===== config.mk =====
export PLATFORM = sky130hd
export DESIGN_NAME = cu_fetch_seq
export DESIGN_NICKNAME = d
export VERILOG_FILES = /design/src/rtl/cu_fetch_seq.sv
export SDC_FILE = /design/constraint.sdc
export NUM_CORES = 1
export LEC_CHECK = 0
export CORE_UTILIZATION = 45
export DETAILED_ROUTE_END_ITERATION = 10
export PLACE_DENSITY_LB_ADDON = 0.3
export SETUP_SLACK_MARGIN = 0.1
export SYNTH_ARGS = -nofsm -noshare
export SYNTH_HDL_FRONTEND = slang
export SYNTH_SLANG_ARGS = --single-unit

===== constraint.sdc =====
create_clock -name soc_clk -period 5.9 [get_ports soc_clk]
set_input_delay 0.59 -clock soc_clk [delete_from_list [all_inputs] [get_ports soc_clk]]
set_output_delay 0.59 -clock soc_clk [all_outputs]
set_load 0.01 [all_outputs]

===== src/rtl/cu_fetch_seq.sv =====
// Instruction-fetch sequencer: holds the PC, issues one word read per
// instruction, captures the returned word and hands it to decode.
// Redirects that arrive while a read is in flight are parked until the read returns.
module cu_fetch_seq #(
  parameter logic [31:0] RESET_PC      = 32'h0000_0000,
  parameter int          FETCH_TIMEOUT = 16
) (
  input  logic        soc_clk,
  input  logic        IF_reset,
  input  logic        IF_stall,
  input  logic        redirect_valid,
  input  logic [31:0] redirect_target,
  input  logic        mem_done,
  input  logic [31:0] mem_rdata,
  input  logic        decode_ready,
  output logic        memfetch_start,
  output logic [31:0] addr,
  output logic [3:0]  bits_to_access,
  output logic        read_or_write,
  output logic        instr_valid,
  output logic [31:0] instr_data,
  output logic [31:0] instr_pc,
  output logic        misaligned_fault,
  output logic        timeout_fault
);

  typedef enum logic [2:0] {
    S_IDLE,
    S_REQ,
    S_WAIT,
    S_HOLD,
    S_FAULT
  } state_t;

  // Last WAIT count value tolerated before the fetch is declared lost.
  localparam logic [7:0] TIMEOUT_LAST = 8'(FETCH_TIMEOUT - 1);

  state_t      state, state_n;
  logic [31:0] pc, pc_n;
  logic        pend, pend_n;
  logic [31:0] pend_tgt, pend_tgt_n;
  logic [7:0]  wait_cnt, wait_cnt_n;
  logic [31:0] data_n, ipc_n;
  logic        valid_n, mis_n, to_n;
  logic        redirect_bad;

  assign redirect_bad = redirect_valid && (redirect_target[1:0] != 2'b00);

  // Bus-side outputs are decoded straight from the state; pc is frozen while a read is in flight.
  assign memfetch_start = (state == S_REQ);
  assign bits_to_access = ((state == S_REQ) || (state == S_WAIT)) ? 4'b1111 : 4'b0000;
  assign addr           = ((state == S_REQ) || (state == S_WAIT)) ? pc : 32'h0000_0000;
  assign read_or_write  = 1'b0;

  // State register and all sequencer state, cleared asynchronously by IF_reset.
  always_ff @(posedge soc_clk or posedge IF_reset) begin
    if (IF_reset) begin
      state            <= S_IDLE;
      pc               <= RESET_PC;
      pend             <= 1'b0;
      pend_tgt         <= 32'h0000_0000;
      wait_cnt         <= 8'd0;
      instr_data       <= 32'h0000_0000;
      instr_pc         <= 32'h0000_0000;
      instr_valid      <= 1'b0;
      misaligned_fault <= 1'b0;
      timeout_fault    <= 1'b0;
    end else begin
      state            <= state_n;
      pc               <= pc_n;
      pend             <= pend_n;
      pend_tgt         <= pend_tgt_n;
      wait_cnt         <= wait_cnt_n;
      instr_data       <= data_n;
      instr_pc         <= ipc_n;
      instr_valid      <= valid_n;
      misaligned_fault <= mis_n;
      timeout_fault    <= to_n;
    end
  end

  // Next-state logic; a misaligned redirect overrides everything and parks the sequencer in FAULT.
  always_comb begin
    state_n    = state;
    pc_n       = pc;
    pend_n     = pend;
    pend_tgt_n = pend_tgt;
    wait_cnt_n = wait_cnt;
    data_n     = instr_data;
    ipc_n      = instr_pc;
    valid_n    = instr_valid;
    mis_n      = misaligned_fault;
    to_n       = timeout_fault;

    case (state)
      S_IDLE: begin
        if (redirect_valid) begin
          pc_n    = redirect_target;
          valid_n = 1'b0;
        end else if (!IF_stall) begin
          state_n = S_REQ;
        end
      end

      S_REQ: begin
        wait_cnt_n = 8'd0;
        if (redirect_valid) begin
          pend_n     = 1'b1;
          pend_tgt_n = redirect_target;
        end
        state_n = S_WAIT;
      end

      S_WAIT: begin
        if (wait_cnt != 8'hFF) begin
          wait_cnt_n = wait_cnt + 8'd1;
        end
        if (mem_done) begin
          if (pend || redirect_valid) begin
            pc_n    = redirect_valid ? redirect_target : pend_tgt;
            pend_n  = 1'b0;
            state_n = S_IDLE;
          end else begin
            data_n  = mem_rdata;
            ipc_n   = pc;
            valid_n = 1'b1;
            state_n = S_HOLD;
          end
        end else if (wait_cnt == TIMEOUT_LAST) begin
          to_n    = 1'b1;
          state_n = S_FAULT;
        end else if (redirect_valid) begin
          pend_n     = 1'b1;
          pend_tgt_n = redirect_target;
        end
      end

      S_HOLD: begin
        if (redirect_valid) begin
          pc_n    = redirect_target;
          valid_n = 1'b0;
          state_n = S_IDLE;
        end else if (decode_ready && !IF_stall) begin
          pc_n    = pc + 32'd4;
          valid_n = 1'b0;
          state_n = S_REQ;
        end
      end

      S_FAULT: begin
        valid_n = 1'b0;
      end

      default: begin
        state_n = S_FAULT;
        valid_n = 1'b0;
      end
    endcase

    if (redirect_bad) begin
      mis_n   = 1'b1;
      pc_n    = pc;
      pend_n  = 1'b0;
      valid_n = 1'b0;
      state_n = S_FAULT;
    end
  end

endmodule

==> run summary, run 1 <==
Outcome: completed
Final Hold Viols: 0
Vias in the first global route: 6301
Cells after DPL: 1047
Worst slew pin tran: 1280 ps
Total number of vias: 6344
Placement Cell Area: 9250 µm²
Final ANT Viol Nets: 0
Design area: 9900 µm²
Post-CTS sizing: 0
Postcts setup bufs: 0
Row count: 46
Worst EP arrival: 3280 ps
Skew-Pair Late Insertion Delay: 420 ps
Largest net degree at the start of global routing: 82
Layout Nets: 922
Die Y: 131 µm
I/O Buffers: 173
CTS Root Cell: clkbuf_16
Util after Layout: 61.7%
Layout cells sized above 1: 12.7%
CTS tree: yes
Async set-reset flop share out of synthesis: 100%
DP Worst Slack: 1790 ps
CTS Buffer Depth: 2
Minimum clock period: 3870 ps
Initial antenna violation count: 0
Total CTS buffers: 17
Worst slew margin relative to its limit: 14.2%
Initial DRT Pass Iterations: 5
Hold Crit Class: reg2reg
Cell Area, Synth: 7480 µm²
Core area: 16100 µm²
Overflow after GRT: 0
Initial core utilization: 46.6%
TritonCTS Sinks: 143
RSZ-0062 raised after global routing: no
Routability cong.: 0.882
Register area share after synthesis: 47.8%
Pwr per Cell Area: 299 nW/µm²
1st-iter DRT viols: 663
Synth cell types: 72
Global-route wire length before repair: 32.6 mm
Tcrit/Tclk final: 65.6%
Maximum clock rate: 0.258 GHz
Number of synthesized flops with an enable pin: 0
Worst-path clk slew: 60 ps
Drt wl/cell: 18.9 µm
Die Wd: 131 µm
Overall Global Routing Usage: 25.0%
Dpl hpwl: 13.3 mm
Final setup skew: 8.22 ps
Critical path type: reg2out
Syn_nets: 781
Total negative slack: 0 ps
YS warnings: 0
Peak VDD IR: 0.243 mV
Max Cap Viol: 0
Syn Area/Cell: 10.6 µm²
Worst setup SP type: register
Post-Syn Instances: 709
Area Overhead vs Synth: 32.4%
Critical path required time: 5310 ps
Dominant synthesized flop cell: dfrtp_1
Antenna cells: 0
Crit. End Element: output port
Die area: 17100 µm²
Setup WS post-layout: 2030 ps
Leakage dissipation: 4.27 nW
Slew Viols, Final: 0
Cts-stage hold buffer count: 0
Via density: 5.88
Overall Power: 2.97 mW
Min Hold Slack: 469 ps
Crit Path Max Fanout: 36
Setup violators final: 0
Non-filler cells, final: 1079
Remaining DRCs: 0
H-tree lvl count: 4
Num ports: 175
Total wire length: 20.4 mm
Synth Register Bits: 143
layout by cell type (no fill, tap or decap), types with 3 or more instances in the layout:
cell type | synthesis | routed
a211oi_1 | 6 | 6
a21oi_1 | 31 | 31
a221oi_1 | 10 | 10
a22oi_1 | 4 | 4
a2bb2oi_1 | 5 | 5
a31oi_1 | 13 | 13
and2_1 | 42 | 42
and3_1 | 17 | 17
and4_1 | 4 | 4
buf_4 | 11 | 7
bufinv_16 | 0 | 5
clkbuf_16 | 0 | 17
clkdlybuf4s50_1 | 0 | 173
clkinvlp_4 | 0 | 4
dfrtp_1 | 143 | 143
inv_1 | 4 | 3
mux2_1 | 41 | 41
mux2_2 | 54 | 54
mux2i_1 | 3 | 3
nand2_1 | 53 | 53
nand2b_1 | 7 | 7
nand3_1 | 18 | 18
nand4_1 | 19 | 19
nor2_1 | 32 | 32
nor2b_1 | 4 | 4
nor3_1 | 7 | 7
nor4_1 | 5 | 5
o21ai_0 | 39 | 39
o21ai_1 | 19 | 19
o22a_1 | 3 | 3
o2bb2ai_1 | 4 | 4
or3_1 | 3 | 3
xnor2_1 | 3 | 3
xor2_1 | 9 | 9
synthesized netlist by cell type (all sizes together), types with 3 or more instances:
library cell	count	area, µm²
a211oi	7	57.6
a21oi	31	155
a221oi	11	114
a22oi	4	30.0
a2bb2oi	5	43.8
a31oi	14	103
and2	42	263
and3	17	106
and4	4	35.0
buf	26	189
clkbuf	32	120
dfrtp	143	3580
inv	6	22.5
mux2	95	1070
mux2i	3	30.0
nand2	53	199
nand2b	8	57.6
nand3	19	100
nand4	19	119
nor2	33	126
nor2b	4	25.0
nor3	8	45.0
nor4	7	65.1
o211ai	3	27.5
o21ai	58	290
o22a	3	26.3
o2bb2ai	4	35.0
or3	3	18.8
xnor2	3	26.3
xor2	9	78.8
power by group:
group	internal, mW	switching, mW	total, mW	leakage [nW]
sequential	1.14	0.245	1.39	1.87
combinational	0.217	0.180	0.397	2.10
clock	0.763	0.421	1.18	0.306
total	2.12	0.846	2.97	4.27
cell type report:
cell class / instances / area [µm²]
repair buffers: 180 / 1780
well taps: 216 / 270
flip-flops and latches: 143 / 3580
fillers: 1243 / 6150
multi-input cells: 502 / 3590
clock inverters: 13 / 211
inverters: 6 / 27.5
clock buffers: 19 / 443
sequential cells by signal, summed over array words and instances, names as in the netlist:
register and count:
instr_data 32, instr_pc 32, pc 32, pend_tgt 32, wait_cnt 8, state 3
instr_valid 1, misaligned_fault 1, pend 1, timeout_fault 1
per-layer routing:
metal / share of wire [%] / routed length, µm / up-vias / track usage (%)
li1: - / - / 2861 / -
met1: 41 / 8450 / 3081 / 32.3
met2: 48 / 9680 / 351 / 40.6
met3: 7.9 / 1610 / 51 / 4.44
met4: 3.0 / 620 / 0 / 12.4
met5: 0 / 0 / - / 0
worst max-delay path, stage by stage, from the launching register on:
cell and delay (ps):
dfrtp_1 360, buf_4 240, or3b_1 550, nand2_1 880, and2_1 270, clkdlybuf4s50_1 540
kinds of logic after synthesis:
group | Yosys count | share of synthesized area [%]
buffers and inverters | 64 | 4.43
muxes | 98 | 14.7
AOI/OAI and AO/OA | 160 | 14.1
and+or+nand+nor | 229 | 17.2
DFF | 143 | 47.8
adders and majority gates | 2 | 0.334
other | 1 | 0.0501
xor gates and xnor gates | 12 | 1.40
path summary, 6_finish.rpt:
kind                             startpoint               end  cells after the start  slack [ps]
min                        misaligned_fault  misaligned_fault                      1         470
max reg2reg                        state[2]      pend_tgt[12]                      6        2570
max                                state[0]          addr[28]                      5        2030
max in group asynchronous          IF_reset            pc[11]                      3        3920
min in group asynchronous          IF_reset    instr_data[29]                      2         680
min reg2reg                misaligned_fault  misaligned_fault                      1         470
(Power assumes the default switching activity.)
==> run 2, diff against run 1 <==
clock period = 3.9 ns   (was 5.9 ns; I/O delays follow)
==> run summary, run 2 (synthesis gave the netlist of run 1 again) <==
Outcome: completed (unchanged)
Layout Nets: 928 (was 922)
Worst-path clk slew: 60 ps (about the same)
Cts-stage hold buffer count: 0 (unchanged)
CTS Root Cell: clkbuf_16 (unchanged)
Util after Layout: 61.8% (was 61.7%)
Leakage dissipation: 4.29 nW (was 4.27 nW)
Design area: 9930 µm² (was 9900 µm²)
Largest net degree at the start of global routing: 127 (was 82)
Drt wl/cell: 19.2 µm (was 18.9 µm)
Min Hold Slack: 318 ps (was 469 ps)
Initial DRT Pass Iterations: 5 (unchanged)
Worst EP arrival: 2920 ps (was 3280 ps)
Postcts setup bufs: 0 (unchanged)
Setup violators final: 0 (unchanged)
Row count: 46 (unchanged)
Remaining DRCs: 0 (unchanged)
Worst R2R Path Depth: 7 (was 6)
Max Cap Viol: 0 (unchanged)
Slew Viols, Final: 0 (unchanged)
Crit Path Max Fanout: 23 (was 36)
CTS Buffer Depth: 2 (unchanged)
R2R Path End: state[0] (was pend_tgt[12])
Pwr per Cell Area: 435 nW/µm² (was 299 nW/µm²)
Worst slew pin tran: 703 ps (was 1280 ps)
Maximum clock rate: 0.302 GHz
Placement Cell Area: 9340 µm² (was 9250 µm²)
TritonCTS Sinks: 143 (unchanged)
Num ports: 175 (unchanged)
Most common cell after layout, fill and taps aside: clkdlybuf4s50_1 (unchanged)
Worst slew margin relative to its limit: 53.1% (was 14.2%)
1st-iter DRT viols: 555 (was 663)
Routability cong.: 0.832 (was 0.882)
RSZ-0062 raised after global routing: no (unchanged)
Die Wd: 131 µm (unchanged)
Final ANT Viol Nets: 0 (unchanged)
Crit. End Element: output port (unchanged)
Total wire length: 20.8 mm (was 20.4 mm)
Worst R2R Setup Slack: 1210 ps (was 2570 ps)
Dpl hpwl: 13.7 mm (was 13.3 mm)
Overflow after GRT: 0 (unchanged)
Core area: 16100 µm² (unchanged)
Peak VDD IR: 0.278 mV (was 0.243 mV)
Worst setup SP type: register (unchanged)
Most frequent cells in the layout: 173 x clkdlybuf4s50_1, 143 x dfrtp_1, 54 x mux2_2 (unchanged)
Die area: 17100 µm² (unchanged)
Final Hold Viols: 0 (unchanged)
Final setup skew: 5.63 ps (was 8.22 ps)
Total CTS buffers: 17 (unchanged)
I/O Buffers: 173 (unchanged)
Via density: 5.82 (was 5.88)
Total negative slack: 0 ps (unchanged)
Initial antenna violation count: 0 (unchanged)
Initial core utilization: 46.6% (unchanged)
Overall Global Routing Usage: 25.5% (was 25.0%)
Tcrit/Tclk final: 84.9%
Area Overhead vs Synth: 32.7% (was 32.4%)
Vias in the first global route: 6410 (was 6301)
Critical path type: reg2out (unchanged)
Critical path required time: 3510 ps (was 5310 ps)
Hold Crit Class: in2async (was reg2reg)
H-tree lvl count: 4 (unchanged)
Total number of vias: 6308 (was 6344)
Die Y: 131 µm (unchanged)
Antenna cells: 0 (unchanged)
RR Startpoint: state[2] (unchanged)
Layout cells sized above 1: 12.9% (was 12.7%)
Minimum clock period: 3310 ps
CTS tree: yes (unchanged)
Skew-Pair Late Insertion Delay: 420 ps (about the same)
Post-CTS sizing: 0 (unchanged)
Global-route wire length before repair: 33.0 mm (was 32.6 mm)
run 2: worst max path at each step:
stage	from	to	slack, ps	depth (start not counted)
after floorplan	IF_reset	instr_data[0]	1720	1
after global placement	redirect_valid	pc[29]	1030	8
after detailed placement	redirect_valid	pc[29]	950	8
after CTS	state[1]	addr[12]	600	5
after global routing	state[1]	addr[4]	440	5
final	state[1]	addr[13]	590	5
run 2: worst max-delay path, cell delays in order, from the launching register on:
cell and delay, ps:
dfrtp_1 640, or3b_1 540, nand2_1 410, buf_12 220, and2_1 130, clkdlybuf4s50_1 550
run 2: stage by stage:
stage / setup WS, ps / instances / total power, mW
after floorplan: 1720 / 709 / 2.38
after global placement: 1030 / 1053 / 2.65
after detailed placement: 947 / 1053 / 2.71
after CTS: 605 / 1084 / 4.33
after global routing: 437 / 1084 / 4.51
final: 588 / 1084 / 4.32
run 2: layout make-up:
cell class | instances | area, µm²
Multi-Input combinational cell | 502 | 3590
Timing Repair Buffer | 186 | 1880
Fill cell | 1278 | 6130
Clock buffer | 26 | 509
Tap cell | 216 | 270
Clock inverter | 5 | 77.6
Inverter | 6 | 26.3
Sequential cell | 143 | 3580
run 2: where the power goes:
part / internal [mW] / switching [mW] / leakage (nW)
Sequential: 1.73 / 0.370 / 1.87
Clock: 1.02 / 0.599 / 0.286
Combinational: 0.330 / 0.272 / 2.14
run 2: layer usage:
metal	GRT usage (%)	vias to the layer above	routed length, µm
met3	5.82	41	1440
met5	0	-	0
li1	-	2875	-
met1	32.5	3102	8780
met2	41.9	290	10200
met4	10.3	0	384
==> RTL edit, RTL diff (config.mk and constraints of run 1) <==
Make the reset (`IF_reset`) synchronous in one clocked block. Comments in the files are not updated.
--- a/src/rtl/cu_fetch_seq.sv
+++ b/src/rtl/cu_fetch_seq.sv
@@ -53,7 +53,7 @@
   assign read_or_write  = 1'b0;
 
   // State register and all sequencer state, cleared asynchronously by IF_reset.
-  always_ff @(posedge soc_clk or posedge IF_reset) begin
+  always_ff @(posedge soc_clk) begin
     if (IF_reset) begin
       state            <= S_IDLE;
       pc               <= RESET_PC;
Check against the original RTL: differs if IF_reset is asserted again (counterexample within 4 cycles, from zero or initial values and one cycle with IF_reset high); with IF_reset held inactive, the same outputs for 4 cycles.
==> RTL edit against run 1 <==
- final area shrank 9.4%
- setup slack lost 0.16 ns
- worst hold slack lost 0.021 ns
- routed wire length shrank 3.3%
- sequential cell count is the same
- synthesized area shrank 9.6%
Power is not compared: it rests on default switching activity, and its combinational part moved more than twofold at a synthesized area within 25%.
==> RTL edit: results (changes against run 1) <==
- Run status: completed (unchanged)
- Global-route wire length before repair: 31800 um (was 32600 um)
- Worst Skew: 0.00992 ns (was 0.00822 ns)
- Synthesized net count: 957 (was 781)
- Worst slack after detailed placement: 2.11 ns (was 1.79 ns)
- Hold Slack: 0.448 ns (was 0.469 ns)
- Cells after synthesis: 885 (was 709)
- Sequential share of the synthesized area: 42.3% (was 47.8%)
- Maximum number of pins on one net before global-route repair: 93 (was 82)
- Fraction of registers with async set or reset after synthesis: 0% (was 100%)
- Compound-cell area share of the yosys netlist: 22.4% (was 14.1%)
- Proportion of layout cells with a drive suffix above 1: 5.67% (was 12.7%)
- Fin crit share: 68.3% (was 65.6%)
- Area of placed instances: 0.00845 sq mm (was 0.00925 sq mm)
- Estimated wirelength of the detail-placed design: 12800 um (was 13300 um)
- Portion of netlist area occupied by mux cells: 0.740% (was 14.7%)
- Ranking of synthesized cells by area: sky130_fd_sc_hd__dfxtp_1 42%, sky130_fd_sc_hd__nand2_1 12%, sky130_fd_sc_hd__a21oi_1 11%, sky130_fd_sc_hd__and2_1 2.6%, sky130_fd_sc_hd__o21ai_0 2.2% (was sky130_fd_sc_hd__dfrtp_1 48%, sky130_fd_sc_hd__mux2_2 8.1%, sky130_fd_sc_hd__mux2_1 6.2%, sky130_fd_sc_hd__and2_1 3.5%, sky130_fd_sc_hd__nand2_1 2.7%)
- Post-synthesis share of cell area spent on full adders, half adders and majority gates: 0.370% (was 0.334%)
- Total iterations of the first detailed-routing run: 7 (was 5)
- All-layer global routing usage: 25.2% (was 25.0%)
- XOR/XNOR Fraction of Synth Area: 1.55% (was 1.40%)
- Number of global-route vias before repair: 6199 (was 6301)
- Final Wtd Congestion: 0.866 (was 0.882)
- Initial DRC Count: 657 (was 663)
- Slew @ Worst Pin: 1.11 ns (was 1.28 ns)
- Delay of the slowest critical-path stage: 0.97 ns (was 0.88 ns)
- Critical path's slowest cell: sky130_fd_sc_hd__nor2_2 (was sky130_fd_sc_hd__nand2_1)
- Ranking of synthesized cells by instance count: 221 x sky130_fd_sc_hd__nand2_1, 146 x sky130_fd_sc_hd__a21oi_1, 143 x sky130_fd_sc_hd__dfxtp_1, 38 x sky130_fd_sc_hd__clkbuf_1 (was 143 x sky130_fd_sc_hd__dfrtp_1, 54 x sky130_fd_sc_hd__mux2_2, 53 x sky130_fd_sc_hd__nand2_1, 42 x sky130_fd_sc_hd__and2_1, 41 x sky130_fd_sc_hd__mux2_1)
- Count of vias placed by the detailed router: 6778 (was 6344)
- Top fanout value on the critical path: 32 (was 36)
- Number of distinct library cells after synthesis: 65 (was 72)
- Arrival time worst endpoint: 3.44 ns (was 3.28 ns)
- Vias per std cell: 5.62 (was 5.88)
## RTL edit: cell types whose count changed after synthesis, sizes merged, moves of 14 or more
cell   change
and2      -14
o21ai     -26
a21oi    +119
mux2      -95
nand2    +168
dfrtp    -143
dfxtp    +143
## RTL edit: layout make-up
type | instances | area (sq um)
clock buffer | 22 | 454
clock inverter | 8 | 67.6
fill | 1303 | 5620
inverter | 15 | 56.3
multi-input combinational | 654 | 3510
sequential | 143 | 2860
tap | 184 | 230
timing repair buffer | 181 | 1790
## RTL edit: path summary, 6_finish.rpt
kind,start,to,cells after the start
worst min-delay path,pend_tgt[27],pend_tgt[27],2
worst min register to register,pend_tgt[27],pend_tgt[27],2
worst max register to register,state[0],pc[18],5
worst max-delay path,state[0],addr[31],4
## RTL edit: power by group through the flow
stage / logic [mW] / registers [mW] / clock network (mW)
after floorplan: 0.0936 / 1.02 / 0
after global placement: 0.157 / 1.04 / 0
after detailed placement: 0.158 / 1.04 / 0
after CTS: 0.159 / 1.02 / 0.988
after global routing: 0.173 / 1.03 / 1.03
final: 0.160 / 1.03 / 0.973
## RTL edit: per-layer routing
layer  track usage [%]  wire, um  vias to the layer above  share of wire, %
li1                  -         -                     3314                 -
met1              34.6      8850                     3165                45
met2              38.7      8990                      281                46
met3              6.23      1570                       18               8.0
met4              8.43       270                        0               1.4
met5                 0         0                        -                 0
## RTL edit: tightest hold or removal path: cells and delay by family (launching register included)
kind | cells | cell delay (ns)
AO/OA/AOI/OAI | 1 | 0.05
flip-flops | 1 | 0.30
AND/OR/NAND/NOR | 1 | 0.05
